`src/rtl/perceptron_pkg.sv`:
```
// Shared Q4.12 constants, FSM state encoding and the error-sign helper for the
// perceptron training sequencer.
package perceptron_pkg;

  localparam int DATA_W    = 16;
  localparam int FRAC_BITS = 12;

  localparam logic [DATA_W-1:0] ONE         = 16'h1000;
  localparam logic [DATA_W-1:0] DEFAULT_ETA = 16'h0400;

  typedef enum logic [2:0] {
    IDLE      = 3'd0,
    FETCH     = 3'd1,
    EVAL      = 3'd2,
    UPDATE    = 3'd3,
    EPOCH_END = 3'd4,
    DONE      = 3'd5
  } state_t;

  // t - y as a 2-bit two's-complement value: +1 = 2'b01, -1 = 2'b11, 0 = 2'b00
  function automatic logic [1:0] class_error(input logic target, input logic y);
    if (target == y) return 2'b00;
    else if (target) return 2'b01;
    else return 2'b11;
  endfunction

endpackage

```
`src/rtl/perceptron_weight_update.sv`:
```
// Combinational learning-rule step for one weight: w_new = w + err*((x*eta)>>>12),
// wrapping modulo 2^16 like the perceptron datapath.
module perceptron_weight_update
  import perceptron_pkg::*;
(
  input  logic [DATA_W-1:0] w,
  input  logic [DATA_W-1:0] x,
  input  logic [DATA_W-1:0] eta,
  input  logic [1:0]        err,
  output logic [DATA_W-1:0] w_new
);

  logic signed [2*DATA_W-1:0] x_ext;
  logic signed [2*DATA_W-1:0] eta_ext;
  logic signed [2*DATA_W-1:0] prod;
  logic [DATA_W-1:0]          delta;

  assign x_ext   = {{DATA_W{x[DATA_W-1]}}, x};
  assign eta_ext = {{DATA_W{eta[DATA_W-1]}}, eta};
  assign prod    = x_ext * eta_ext;
  assign delta   = DATA_W'(prod >>> FRAC_BITS);

  always_comb begin
    w_new = w;
    case (err)
      2'b01:   w_new = w + delta;
      2'b11:   w_new = w - delta;
      default: w_new = w;
    endcase
  end

endmodule

```
`src/rtl/perceptron_trainer.sv`:
```
// Streams training samples into a 2-input perceptron and applies the perceptron
// learning rule through its weight load ports, epoch by epoch.
module perceptron_trainer
  import perceptron_pkg::*;
#(
  parameter int               N_SAMPLES  = 4,
  parameter int               MAX_EPOCHS = 16,
  parameter logic [DATA_W-1:0] LEARN_RATE = DEFAULT_ETA,
  parameter int               CNT_W      = 8
) (
  input  logic              clk,
  input  logic              rst_n,
  input  logic              start,
  input  logic              sample_valid,
  output logic              sample_ready,
  input  logic [DATA_W-1:0] sample_x1,
  input  logic [DATA_W-1:0] sample_x2,
  input  logic              sample_target,
  output logic [DATA_W-1:0] IN1,
  output logic [DATA_W-1:0] IN2,
  input  logic              result,
  input  logic [DATA_W-1:0] weight1,
  input  logic [DATA_W-1:0] weight2,
  output logic [DATA_W-1:0] weight1_new,
  output logic [DATA_W-1:0] weight2_new,
  output logic              weight1_ld,
  output logic              weight2_ld,
  output logic              busy,
  output logic              done,
  output logic              converged,
  output logic [CNT_W-1:0]  epoch_count,
  output logic [CNT_W-1:0]  err_count
);

  localparam logic [CNT_W-1:0] LAST_SAMPLE = CNT_W'(N_SAMPLES - 1);
  localparam logic [CNT_W-1:0] LAST_EPOCH  = CNT_W'(MAX_EPOCHS - 1);

  state_t            state, next_state;
  logic [CNT_W-1:0]  sample_cnt;
  logic              target_r;
  logic              ld_r;
  logic [1:0]        err;
  logic [DATA_W-1:0] upd1, upd2;

  assign err = class_error(target_r, result);

  perceptron_weight_update u_upd1 (
    .w     (weight1),
    .x     (IN1),
    .eta   (LEARN_RATE),
    .err   (err),
    .w_new (upd1)
  );

  perceptron_weight_update u_upd2 (
    .w     (weight2),
    .x     (IN2),
    .eta   (LEARN_RATE),
    .err   (err),
    .w_new (upd2)
  );

  always_ff @(posedge clk or negedge rst_n) begin
    if (!rst_n) state <= IDLE;
    else        state <= next_state;
  end

  always_comb begin
    next_state = state;
    case (state)
      IDLE, DONE: if (start) next_state = FETCH;
      FETCH:      if (sample_valid) next_state = EVAL;
      EVAL:       next_state = UPDATE;
      UPDATE:     next_state = (sample_cnt == LAST_SAMPLE) ? EPOCH_END : FETCH;
      EPOCH_END: begin
        if (err_count == '0 || epoch_count == LAST_EPOCH) next_state = DONE;
        else                                              next_state = FETCH;
      end
      default:    next_state = IDLE;
    endcase
  end

  always_comb begin
    sample_ready = (state == FETCH);
    busy         = (state != IDLE) && (state != DONE);
    done         = (state == DONE);
  end

  // The ld strobe is registered in EVAL so it is high only during UPDATE;
  // an async reset in UPDATE drops it before the perceptron can load.
  always_ff @(posedge clk or negedge rst_n) begin
    if (!rst_n) begin
      IN1         <= '0;
      IN2         <= '0;
      target_r    <= 1'b0;
      weight1_new <= '0;
      weight2_new <= '0;
      ld_r        <= 1'b0;
      sample_cnt  <= '0;
      err_count   <= '0;
      epoch_count <= '0;
      converged   <= 1'b0;
    end else begin
      ld_r <= 1'b0;
      case (state)
        IDLE, DONE: begin
          if (start) begin
            sample_cnt  <= '0;
            err_count   <= '0;
            epoch_count <= '0;
            converged   <= 1'b0;
          end
        end
        FETCH: begin
          if (sample_valid) begin
            IN1      <= sample_x1;
            IN2      <= sample_x2;
            target_r <= sample_target;
          end
        end
        EVAL: begin
          weight1_new <= upd1;
          weight2_new <= upd2;
          if (err != 2'b00) begin
            ld_r      <= 1'b1;
            err_count <= err_count + 1'b1;
          end
        end
        UPDATE: begin
          if (sample_cnt != LAST_SAMPLE) sample_cnt <= sample_cnt + 1'b1;
        end
        EPOCH_END: begin
          epoch_count <= epoch_count + 1'b1;
          if (err_count == '0) begin
            converged <= 1'b1;
          end else if (epoch_count != LAST_EPOCH) begin
            err_count  <= '0;
            sample_cnt <= '0;
          end
        end
        default: ;
      endcase
    end
  end

  assign weight1_ld = ld_r;
  assign weight2_ld = ld_r;

endmodule

```
`config.mk`:
```
export PLATFORM = sky130hd
export DESIGN_NAME = perceptron_trainer
export DESIGN_NICKNAME = d
export VERILOG_FILES = /design/src/rtl/perceptron_pkg.sv /design/src/rtl/perceptron_weight_update.sv /design/src/rtl/perceptron_trainer.sv
export SDC_FILE = /design/constraint.sdc
export NUM_CORES = 1
export LEC_CHECK = 0
export CAP_MARGIN = 10
export CORE_MARGIN = 5
export CORE_UTILIZATION = 58
export DETAILED_ROUTE_END_ITERATION = 10
export PLACE_DENSITY = 0.78
export SYNTH_ARGS = -nofsm -noshare
export SYNTH_HDL_FRONTEND = slang
export SYNTH_HIERARCHICAL = 1
export SYNTH_SLANG_ARGS = --single-unit
```
`constraint.sdc`:
```
create_clock -name clk -period 10.2 [get_ports clk]
set_input_delay 1.53 -clock clk [delete_from_list [all_inputs] [get_ports clk]]
set_output_delay 1.53 -clock clk [all_outputs]
set_load 0.02 [all_outputs]
```
# Word-level counts from Yosys, hierarchy flattened
# Index checks and enable logic that the tools add are counted.
classes:
  addsub: 7
  n_mul: 0
  n_div: 0
  n_lt_le_gt_ge: 0
  n_eq_ne: 20
  shifts: 0
  mux: 22
  n_bitwise: 0
  n_reduce_logical: 16
ops:
  columns: ["op", "count"]
  rows:
  - ["$pmux 16 s2", 2]
  - ["$pmux 8 s3", 2]
  - ["$mux 8", 5]
  - ["$add 16x16->16", 2]
  - ["$sub 16x16->16", 2]
  - ["$add 8x1->8 const B", 3]
  - ["$pmux 8 s2", 1]
  - ["$pmux 3 s5", 1]
  - ["$ne 2x2->1 const B", 7]
  - ["$mux 3", 4]
  - ["$reduce_and 5->1", 2]
  - ["$reduce_bool 3->1", 3]
  - ["$eq 8x2->1 const B", 1]
  - ["$eq 8x4->1 const B", 1]
  - ["$logic_not 8->1", 1]
  - ["$ne 8x2->1 const B", 1]
  - ["$ne 8x4->1 const B", 1]
  - ["$eq 3x2->1 const B", 2]
  - ["$eq 3x3->1 const B", 2]
  - ["$reduce_and 2->1", 3]
  - ["$mux 1", 4]
  - ["$mux 2", 2]
  - ["$reduce_bool 2->1", 2]
  - ["$eq 3x1->1 const B", 1]
  - ["10 further kinds", 10]
word_totals:
  register_bits: 94
  latch_bits: 0
  ram_bits: 0
  romBits: 0
  input_bits: 70
  out_inout_bits: 86
  wordCells: 76
  memories: 0

# Depth between registers and ports, before layout
logic_depth:
  depth_word: 5
  ltp_mapped: 38
  ltp_nobuf: 37

# Hierarchy
# The synthesis kept the hierarchy.
modules_own_cells:
  columns: ["mod", "n_inst", "cells_per_inst", "area_each_um2"]
  rows:
  - ["perceptron_weight_update (u_upd1)", 1, 1181, 10296.1]
  - ["perceptron_weight_update (u_upd2)", 1, 1141, 9983.3]
  - ["perceptron_trainer", 1, 379, 4000.1]

# Worst setup path after synthesis
# OpenSTA, ideal clock, no wires.
synth_path:
  path_type: "register to register"
  startpoint: "register IN2[7]"
  endpoint: "register weight2_new[15]"
  setup_time_ps: 117
  t_arrival_ps: 6788
  required_time_ps: 10083
  setup_slack_ps: 3295
  path_stages_with_launch: 35
  n_path_buf: 2
  period_less_slack_ps: 6905
  path_cell_list: "dfrtp_1 clkbuf_1 nand2_1 fa_1 inv_1 fa_1 fa_1 fa_1 fa_1 inv_1 fa_1 inv_1 ha_1 buf_2 or4_1 nand2_1 nor2_1 a21oi_1 and2_1 nand2b_1 o21ai_0 xnor2_1 ha_1 nand3_1 a21oi_1 a2111o_1 a21o_1 a21o_1 a21oi_1 o21ai_0 xnor2_1 nand2_1 xnor2_1 nand2_1 nand2_1"
synth_between:
  elab_chain_len: 2
  elab_cells_between_ends: 3
  classes_between: "add/sub (2); mux (1)"
synth_rtl:
  columns: ["item", "line", "text"]
  rows:
  - ["start: declaration", "perceptron_trainer.sv:20", "output logic [DATA_W-1:0] IN2,"]
  - ["start signal: assignment", "perceptron_trainer.sv:117", "IN2 <= sample_x2;"]
  - ["$sub 16x16->16 / $add 16x16->16 (equally long branches)", "perceptron_weight_update.sv:27, perceptron_weight_update.sv:26", null]
  - ["$pmux 16 s2 *", "perceptron_weight_update.sv:25", "case (err)"]
  - ["via upd2[15]", "perceptron_trainer.sv:43", "logic [DATA_W-1:0] upd1, upd2;"]
  - ["end signal: assignment", "perceptron_trainer.sv:123", "weight2_new <= upd2;"]
  - ["end: declaration", "perceptron_trainer.sv:25", "output logic [DATA_W-1:0] weight2_new,"]
# Mark *: on every way through the listed nets, which the timed path passes. The rest lies on a longest branch.
# A chain may end at the register's enable or synchronous reset.

# Worst setup path after layout
# Ends and elaborated chain as after synthesis.

==> flow_summary.toml <==
[synth]
ys.flop_type = "dfrtp_1"
synth-seq-area-share_pct = 9.69
synth_edf_count = 0
synth_area_um2 = 24300
synthCells = 2701
synth_cell_types = 101
async_reset_ff_share_pct = 100
synth_seq_cells = 94
yosys_warnings = 6
synth.avg_cell_area_um2 = 8.99

[worst_hold_path]
min_from = "weight2_new[12]"
holdPathStages = 2
hp-class = "register to register"
hold_end = "weight2_new[12]"

[worst_setup_path]
worst-path-max-fanout = 18
reg2reg_from = "IN2[7]"
critical_path_arrival_ns = 7.72
reg2reg_depth = 32
r2r_setup_slack_ns = 2.75
cpMostUsedCell = "fa_1"
critical_path.max_stage_delay_ns = 0.59
startpoint_type = "register"
worst-setup-path-type = "register to register"
crit_path_top_delay_cell = "dfrtp_1"
rr_endpoint = "weight2_new[15]"
cp-end-kind = "register"
crit_required_ns = 10.47

[global_routing]
gr-total-overflow = 0
grt_max_degree = 57
antenna_found_initial = 3
grt_pass1_wl_um = 102000
grt_pass1_vias = 20800
grt_usage_pct = 27.1

[die]
die_y_um = 215
num_io_pins = 156
dieArea_um2 = 46100
coreArea_um2 = 41700
die_x_um = 215
rows = 75
start_util_pct = 58.3

[detailed_routing]
ant_nets = 0
finalWirelength_um = 60100
firstDrtPassIters = 5
drc = 0
wl_per_cell_um = 16.9
m1WireLength_um = 24800
top_layer = "met5"
dr_wl_met3_um = 4390
vias = 18800
drt_iter0_drc = 977
viasPerCell = 5.28
wl_met2_um = 28800

[finish]
post_route_cells_drive_above_1_share_pct = 3.58
nets = 3726
fin_util_pct = 65.7
area_growth_pct = 12.8

[clock_tree]
post_cts_buffers = 0
cts-root-buf = "clkbuf_16"
path_clk_slew_ns = 0.08
numCtsBuffers = 9
ctsHoldBuffers = 0
cts_buffer_depth = 2
cts-resized-gates = 0
clock_latency_ns = 0.40
cts.sinks = 94
cts_tree = "done"
htreeDepth = 3

[placed_design]
dp_hpwl_um = 48300
gp_congestion = 0.922
io_buffers = 155

[timing]
drv_slew = 0
relSlewSlack_pct = 46.4
setup_viol = 0
period_needed_ns = 7.45
setup_tns_ns = 0
period_share_pct = 73.0
clock-skew-final_ns = 0.0287
rsz0062_at_grt = "no"
fmax_ghz = 0.134
worstMarginPinSlew_ns = 0.804
hold_violations = 0

[job]
drv_cap = 0

[status]
outcome = "finished, final reports clean"
==> final cells by class <==
type | instances | area (µm²)
fillers | 3425 | 14300
repair buffers | 174 | 1690
clock buffers | 9 | 225
diodes | 2 | 5.00
inverters | 565 | 2120
clock inverters | 7 | 75.1
multi-input cells | 2169 | 20200
well taps | 539 | 674
flip-flops and latches | 94 | 2350
==> cells in the final DEF (no fill, tap or decap), types with 19 or more instances in the layout <==
| cell | n |
|---|---|
| inv_1 | 561 |
| fa_1 | 458 |
| nand2_1 | 383 |
| and2_1 | 245 |
| conb_1 | 218 |
| ha_1 | 185 |
| clkdlybuf4s50_1 | 154 |
| dfrtp_1 | 94 |
| nor2_1 | 92 |
| xnor2_1 | 85 |
| a21oi_1 | 72 |
| xor2_1 | 32 |
| mux2_1 | 32 |
| o21ai_0 | 30 |
| nand2b_1 | 22 |
| nand3_1 | 21 |
| nor3_1 | 21 |
| mux2_2 | 21 |
| buf_4 | 20 |
| a21o_1 | 19 |
==> worst max-delay path: cells and delay by family (launching register included) <==
kind | cells | cell delay [ns]
AND/OR/NAND/NOR | 10 | 1.53
AO/OA/AOI/OAI | 8 | 1.69
XOR/XNOR | 3 | 0.46
adder cells (fa/ha/maj) | 8 | 2.89
flip-flops | 1 | 0.59
buffers and inverters | 3 | 0.17
==> state kept, by name (all words and copies together) (netlist names) <==
| signal | cells |
|---|---|
| weight1_new | 16 |
| epoch_count | 8 |
| state | 3 |
| IN2 | 16 |
| weight2_new | 16 |
| converged | 1 |
| err_count | 8 |
| IN1 | 16 |
| sample_cnt | 8 |
| target_r | 1 |
| weight1_ld | 1 |
==> worst max-delay path by stage <==
stage                     startpoint         endpoint  cells after the start
after global placement        IN2[7]  weight2_new[15]                     32
after floorplan               IN2[7]  weight2_new[15]                     34
after detailed placement      IN2[7]  weight2_new[15]                     32
after global routing          IN2[7]  weight2_new[15]                     32
after CTS                     IN2[7]  weight2_new[15]                     32
final                         IN2[7]  weight2_new[15]                     32
==> synthesized netlist by cell type (all sizes together), types with 5 or more instances <==
master	count	share of area [%]
mux2	53	2.5
a41oi	5	0.18
nor2b	11	0.28
mux2i	10	0.41
clkbuf	73	1.1
ha	185	9.5
a21o	19	0.59
dfrtp	94	9.7
nand2	383	5.9
o31ai	5	0.18
and3	16	0.44
xor2	32	1.2
a21oi	75	1.6
or3	6	0.18
buf	16	0.46
nor3	23	0.57
nand2b	23	0.62
nor4	11	0.40
o21ai	48	1.1
a211oi	13	0.46
nand3	22	0.47
xnor2	86	3.1
o21a	14	0.43
inv	562	8.7
o211ai	9	0.30
nand4	13	0.33
a31oi	7	0.18
fa	458	38
and2	247	6.4
or2	6	0.15
o21bai	6	0.19
nor2	94	1.5
==> stage by stage <==
step                hold WS [ns]  cells  setup slack, ns  cell area, µm²
global route               0.499   3557             2.34           27400
CTS                        0.487   3557             2.80           27400
global placement           0.461   3541             3.03           27100
floorplan                  0.455   2917             3.29           25100
detailed placement         0.464   3541             2.84           27100
finish                     0.482   3559             2.75           27400
==> routing by layer <==
metal,vias to the layer above,GRT usage (%)
met5,-,0
met4,6,9.94
met3,139,6.24
met2,620,45.3
met1,9348,34.8
li1,8689,-
==> logic make-up (layout without fill, tap and decap cells) <==
| logic type | count (synthesis) | in the layout | share of synthesized area (%) |
|---|---|---|---|
| mux | 63 | 63 | 2.87 |
| buf+inv | 654 | 755 | 10.3 |
| flops | 94 | 94 | 9.69 |
| xor+xnor | 119 | 119 | 4.38 |
| other cells | 2 | 220 | 0.0309 |
| simple gates | 872 | 872 | 17.8 |
| fa+ha+maj | 643 | 643 | 47.3 |
| compound gates | 254 | 254 | 7.57 |
Power is left out: the tool's default activity adds up to more than one toggle a clock period on the data nets, which glitch-free logic cannot reach.
